--- src/rtl/cpu_program_memory.sv ---
// ---------------------------------------------------------------------------
// cpu_program_memory
//   Program/data memory that sits on the CPU memory port. It includes a
//   byte-stream loader that fills the whole array from a valid/ready source.
//   The loader keeps the CPU in clear until the whole image has been written,
//   and only then releases it.
//
//   Optional build macro: LOAD_CHECKSUM_EN. When it is defined, the module
//   adds a load_sum output. load_sum is a modulo-2**DATA_W sum of the bytes
//   accepted during the current load.
//
// Ports
//   clk, clr_n      clock; asynchronous active-low reset
//   read, write     CPU strobes (only honoured in RUN)
//   address         CPU word address
//   memoryIn        CPU write data
//   memoryOut       CPU read data. Combinational; it is 0 unless RUN & read.
//   load_start      one-cycle request to start loading an image
//   load_valid      loader byte valid
//   load_data       loader byte
//   load_ready      memory accepts a loader byte this cycle
//   load_done       one-cycle pulse, high in the first cycle of RUN
//   cpu_clr         CPU clear; high while no complete image is present
//   load_sum        (LOAD_CHECKSUM_EN only) running sum of the loaded bytes
// ---------------------------------------------------------------------------
module cpu_program_memory #(
    parameter int ADDR_W = 4,
    parameter int DATA_W = 8
) (
    input  logic              clk,
    input  logic              clr_n,
    input  logic              read,
    input  logic              write,
    input  logic [ADDR_W-1:0] address,
    input  logic [DATA_W-1:0] memoryIn,
    output logic [DATA_W-1:0] memoryOut,
    input  logic              load_start,
    input  logic              load_valid,
    input  logic [DATA_W-1:0] load_data,
    output logic              load_ready,
    output logic              load_done,
`ifdef LOAD_CHECKSUM_EN
    output logic [DATA_W-1:0] load_sum,
`endif
    output logic              cpu_clr
);

    localparam int DEPTH = 1 << ADDR_W;

    typedef enum logic [1:0] {BOOT, LOAD, FLUSH, RUN} state_t;

    state_t            r_state;
    logic [ADDR_W-1:0] r_cnt;
    logic [DATA_W-1:0] r_mem [DEPTH];
    logic              r_cpu_clr;
    logic              r_load_ready;
    logic              r_load_done;
    logic [DATA_W-1:0] r_sum;

    // r_load_ready is high only in LOAD, so a byte is accepted whenever
    // load_valid is high in that state.
    logic w_accept;
    assign w_accept = r_load_ready && load_valid;

    // The read is zero-latency. A same-cycle write lands only at the edge,
    // so a read in that cycle returns the old contents.
    assign memoryOut  = (r_state == RUN && read) ? r_mem[address] : '0;
    assign cpu_clr    = r_cpu_clr;
    assign load_ready = r_load_ready;
    assign load_done  = r_load_done;
`ifdef LOAD_CHECKSUM_EN
    assign load_sum   = r_sum;
`endif

    // The outputs are registered. Each one is written together with the
    // state transition that changes it, so it lines up with the new state.
    always_ff @(posedge clk or negedge clr_n) begin
        if (!clr_n) begin
            r_state      <= BOOT;
            r_cnt        <= '0;
            r_cpu_clr    <= 1'b1;
            r_load_ready <= 1'b0;
            r_load_done  <= 1'b0;
            r_sum        <= '0;
            for (int i = 0; i < DEPTH; i++) r_mem[i] <= '0;
        end else begin
            r_load_done <= 1'b0;
            case (r_state)
                BOOT: begin
                    if (load_start) begin
                        r_state      <= LOAD;
                        r_cnt        <= '0;
                        r_sum        <= '0;
                        r_load_ready <= 1'b1;
                    end
                end
                LOAD: begin
                    if (w_accept) begin
                        r_mem[r_cnt] <= load_data;
                        r_cnt        <= r_cnt + 1'b1;   // wraps to 0 after the last word
                        r_sum        <= r_sum + load_data;
                        if (&r_cnt) begin
                            r_state      <= FLUSH;
                            r_load_ready <= 1'b0;
                        end
                    end
                end
                FLUSH: begin
                    r_state     <= RUN;
                    r_cpu_clr   <= 1'b0;
                    r_load_done <= 1'b1;
                end
                RUN: begin
                    // The CPU write is still honoured in the cycle that
                    // load_start re-enters LOAD.
                    if (write) r_mem[address] <= memoryIn;
                    if (load_start) begin
                        r_state      <= LOAD;
                        r_cnt        <= '0;
                        r_sum        <= '0;
                        r_cpu_clr    <= 1'b1;
                        r_load_ready <= 1'b1;
                    end
                end
                default: r_state <= BOOT;
            endcase
        end
    end

`ifndef LOAD_CHECKSUM_EN
    // The sum register is only observable through the optional port. The
    // synthesis tool trims it when that port is absent.
    logic w_unused_sum;
    assign w_unused_sum = ^r_sum;
`endif

endmodule

--- config.mk ---
export PLATFORM = sky130hd
export DESIGN_NAME = cpu_program_memory
export DESIGN_NICKNAME = d
export VERILOG_FILES = /design/src/rtl/cpu_program_memory.sv
export SDC_FILE = /design/constraint.sdc
export NUM_CORES = 1
export LEC_CHECK = 0
export ABC_CLOCK_PERIOD_IN_PS = 2600
export CORE_MARGIN = 5
export CORE_UTILIZATION = 50
export DETAILED_ROUTE_END_ITERATION = 8
export PLACE_DENSITY_LB_ADDON = 0.3
export SYNTH_ARGS = -nofsm -noshare
export SYNTH_HDL_FRONTEND = slang
export SYNTH_SLANG_ARGS = --single-unit
--- constraint.sdc ---
create_clock -name clk -period 2.6 [get_ports clk]
set_input_delay 0.52 -clock clk [delete_from_list [all_inputs] [get_ports clk]]
set_output_delay 0.52 -clock clk [all_outputs]
set_load 0.05 [all_outputs]
==> impl_metrics.csv <==
group,metric,value,unit
sta,maxSlewViolCount,0,
yosys,synth.largest_area_cell,"dfrtp_1",
pwr,irDropWorstVdd,0.504,mV
setup_path,crit_arrival,2030,ps
setup_path,critPathMaxStageDelay,320,ps
setup_path,worstSetupStartpointType,"input port",
yosys,synth_ff_type,"dfrtp_1",
sta,layout_min_cycle_time,2550,ps
setup_path,crit_path_start,"address[2]",
yosys,synth_most_common_cell,"mux2_2",
run_status,status,"finished clean",
setup_path,r2r-end,"r_mem[125]",
yosys,synth_area_per_cell,11.5,um2
yosys,syn-cell-area,7970,um2
clocking,hold_buffers,0,
setup_path,required,2080,ps
floorplanning,die_h,136,um
sta,worst_pin_slew,757,ps
setup_path,reg2reg_depth,7,
floorplanning,rows,46,
sta,fin_crit_sh,98.0,%
grt,grt_util_all_layers,27.1,%
yosys,ys_ff_latch,137,
clocking,cts_setup_buffers,0,
yosys,netlist.area_leader.share,42.7,%
flow_run,cap_violations,0,
floorplanning,core,15800,um2
sta,rsz0062_at_grt,"no",
worst_hold_path,hold_path.class,"input port to asynchronous set/reset pin",
detailed_routing,drc,0,
layout,final_core_utilization,63.3,%
yosys,async_flop_share,100,%
floorplanning,start_util,50.5,%
layout,nets,805,
yosys,ys_warn_count,0,
setup_path,cp-end-kind,"output port",
detailed_routing,drt_iter0_drc,847,
layout,synthToLayoutAreaGrowth,25.3,%
pwr,power_density,828,nW/um2
layout,instances_no_fill,999,
setup_path,crit_slowest_cell,"o31ai_4",
sta,postLayoutSetupSlackWorst,51.9,ps
clocking,insertion_delay,440,ps
pwr,finalPower,8.28,mW
setup_path,worst-setup-path-type,"input port to output port",
clocking,cts-root-buf,"clkbuf_16",
clocking,clk_pin_slew,60,ps
grt,grt_overflow_total,0,
detailed_routing,num_vias,6646,
sta,relSlewSlack,49.5,%
grt,grt_pass1_wl,38200,um
detailed_routing,wl_per_cell,24.1,um
yosys,synth_edf_count,0,
place,post-place-cells,967,
sta,clock-skew-final,6.97,ps
clocking,cts.path.max_buffers,2,
yosys,ys_types,43,
place,hpwl,15800,um
setup_path,worstReg2RegStart,"r_cnt[1]",
layout,diodes,0,
yosys,syn-num-nets,729,
yosys,synth_commonest_cells,"166 x mux2_2, 144 x o22ai_1, 136 x dfrtp_1, 34 x clkbuf_1, 30 x mux2i_1",
sta,setup_viol,0,
clocking,numCtsBuffers,17,
grt,grt_pass1_vias,6816,
clocking,cts_tree,"yes",
yosys,netlist_instances,695,
grt,grt_max_degree,138,
sta,whs,192,ps
floorplanning,die_w,136,um
place,gp_congestion,0.920,
sta,hold_violations,0,
place,place_ws,-243,ps
setup_path,r2r_slack,190,ps
floorplanning,dieArea,18600,um2
yosys,synth-seq-area-share,43.0,%
clocking,clock_sinks,137,
layout,fill_cells,1195,
clocking,cts_htree_levels,4,
detailed_routing,vias_per_cell,6.65,
grt,antenna_found_initial,1,
place,portBuffers,36,
yosys,synthTopCellsByArea,"dfrtp_1 43%, mux2_2 23%, o22ai_1 11%",
detailed_routing,firstDrtPassIters,5,
layout,drive_gt1_share,44.6,%
floorplanning,pin_count,37,
pwr,power_leakage,4.48,nW
setup_path,timing.critical_path.fanout_max,10,
detailed_routing,ant_nets,0,
detailed_routing,wirelength,24100,um
sta,max_freq,392,MHz
setup_path,crit_chain,"dlygate4sd2_1 -> bufbuf_16 -> nand2b_1 -> buf_4 -> o22ai_1 -> o31ai_4 -> buf_12",
==> state kept, by name, indices dropped and copies added (netlist names) <==
name and cells:
r_mem 128, cpu_clr 1, r_cnt 4, r_state 2, load_ready 1, load_done 1
==> cells in the final DEF, fill, tap and decap left out, drive strengths merged, types with 4 or more instances in the layout <==
cell type,instances
clkinv,5
o21ai,6
nand4bb,5
nor3,5
mux4,7
clkbuf,20
nand4b,4
or3b,4
o31ai,8
dfrtp,136
bufinv,4
nand2,25
nand3,12
inv,6
buf,98
a21oi,5
clkdlybuf4s50,23
o22ai,144
a22oi,7
nand3b,8
or4b,4
mux2i,31
nand2b,18
mux2,167
ha,8
==> metal layers <==
layer  GRT usage, %  routed length [um]  part of all wire (%)
met5              0                  13                 0.054
met4           12.5                 845                   3.5
met3           4.96                1510                   6.2
met2           44.7               12000                    50
met1           34.7                9730                    40
==> area by class of cell <==
cell class	count	area (um2)	share of cell area, %
clock buffers	20	457	4.57
clock inverters	11	171	1.72
inverters	6	22.5	0.225
multi-input cells	484	4440	44.5
flip-flops and latches	137	3430	34.3
well taps	216	270	2.71
repair buffers	125	1190	12.0
==> per-stage QoR <==
| stage | setup TNS, ps | area, um2 |
|---|---|---|
| finish | 0 | 9990 |
| global route | 0 | 9990 |
| CTS | 0 | 9970 |
| detailed placement | -8090 | 9240 |
| global placement | -6350 | 9240 |
| floorplan | 0 | 8110 |
==> critical path, delay by kind of cell <==
kind / cells / cell delay (ps)
buffers and inverters: 4 / 950
AOI/OAI and AO/OA: 2 / 450
and+or+nand+nor: 1 / 90
==> worst max-delay path by stage <==
stage	slack (ps)	cells after the start	endpoint
4_1_cts	4	5	memoryOut[0]
5_1_grt	10	5	memoryOut[7]
6_report	50	7	memoryOut[0]
2_1_floorplan	5	7	memoryOut[4]
3_5_place_dp	-240	7	memoryOut[2]
3_3_place_gp	-170	7	memoryOut[2]
==> logic make-up (layout without fill, tap and decap cells) <==
group           Yosys count  after routing  synth area share, %
compound gates          176            176                 14.1
fa+ha+maj                 8              8                 1.26
buf+inv                  74            162                 3.85
flops                   137            137                 43.0
mux                     205            205                 29.6
simple gates             95             95                 8.16
==> timing repair <==
| action | in CTS | in global routing |
|---|---|---|
| resized for setup | 20 | 4 |
| pin swaps | 7 | 2 |
| cloned | 1 | 0 |
| endpoints found under the setup margin | 8 | 6 |
==> report_power, final <==
| group | switching, mW | total [mW] | internal (mW) |
|---|---|---|---|
| Sequential | 0.197 | 2.58 | 2.38 |
| Clock | 0.934 | 2.58 | 1.65 |
| Combinational | 1.86 | 3.12 | 1.26 |
| Total | 2.99 | 8.28 | 5.29 |
No activity file was read; power rests on OpenSTA's default activity.
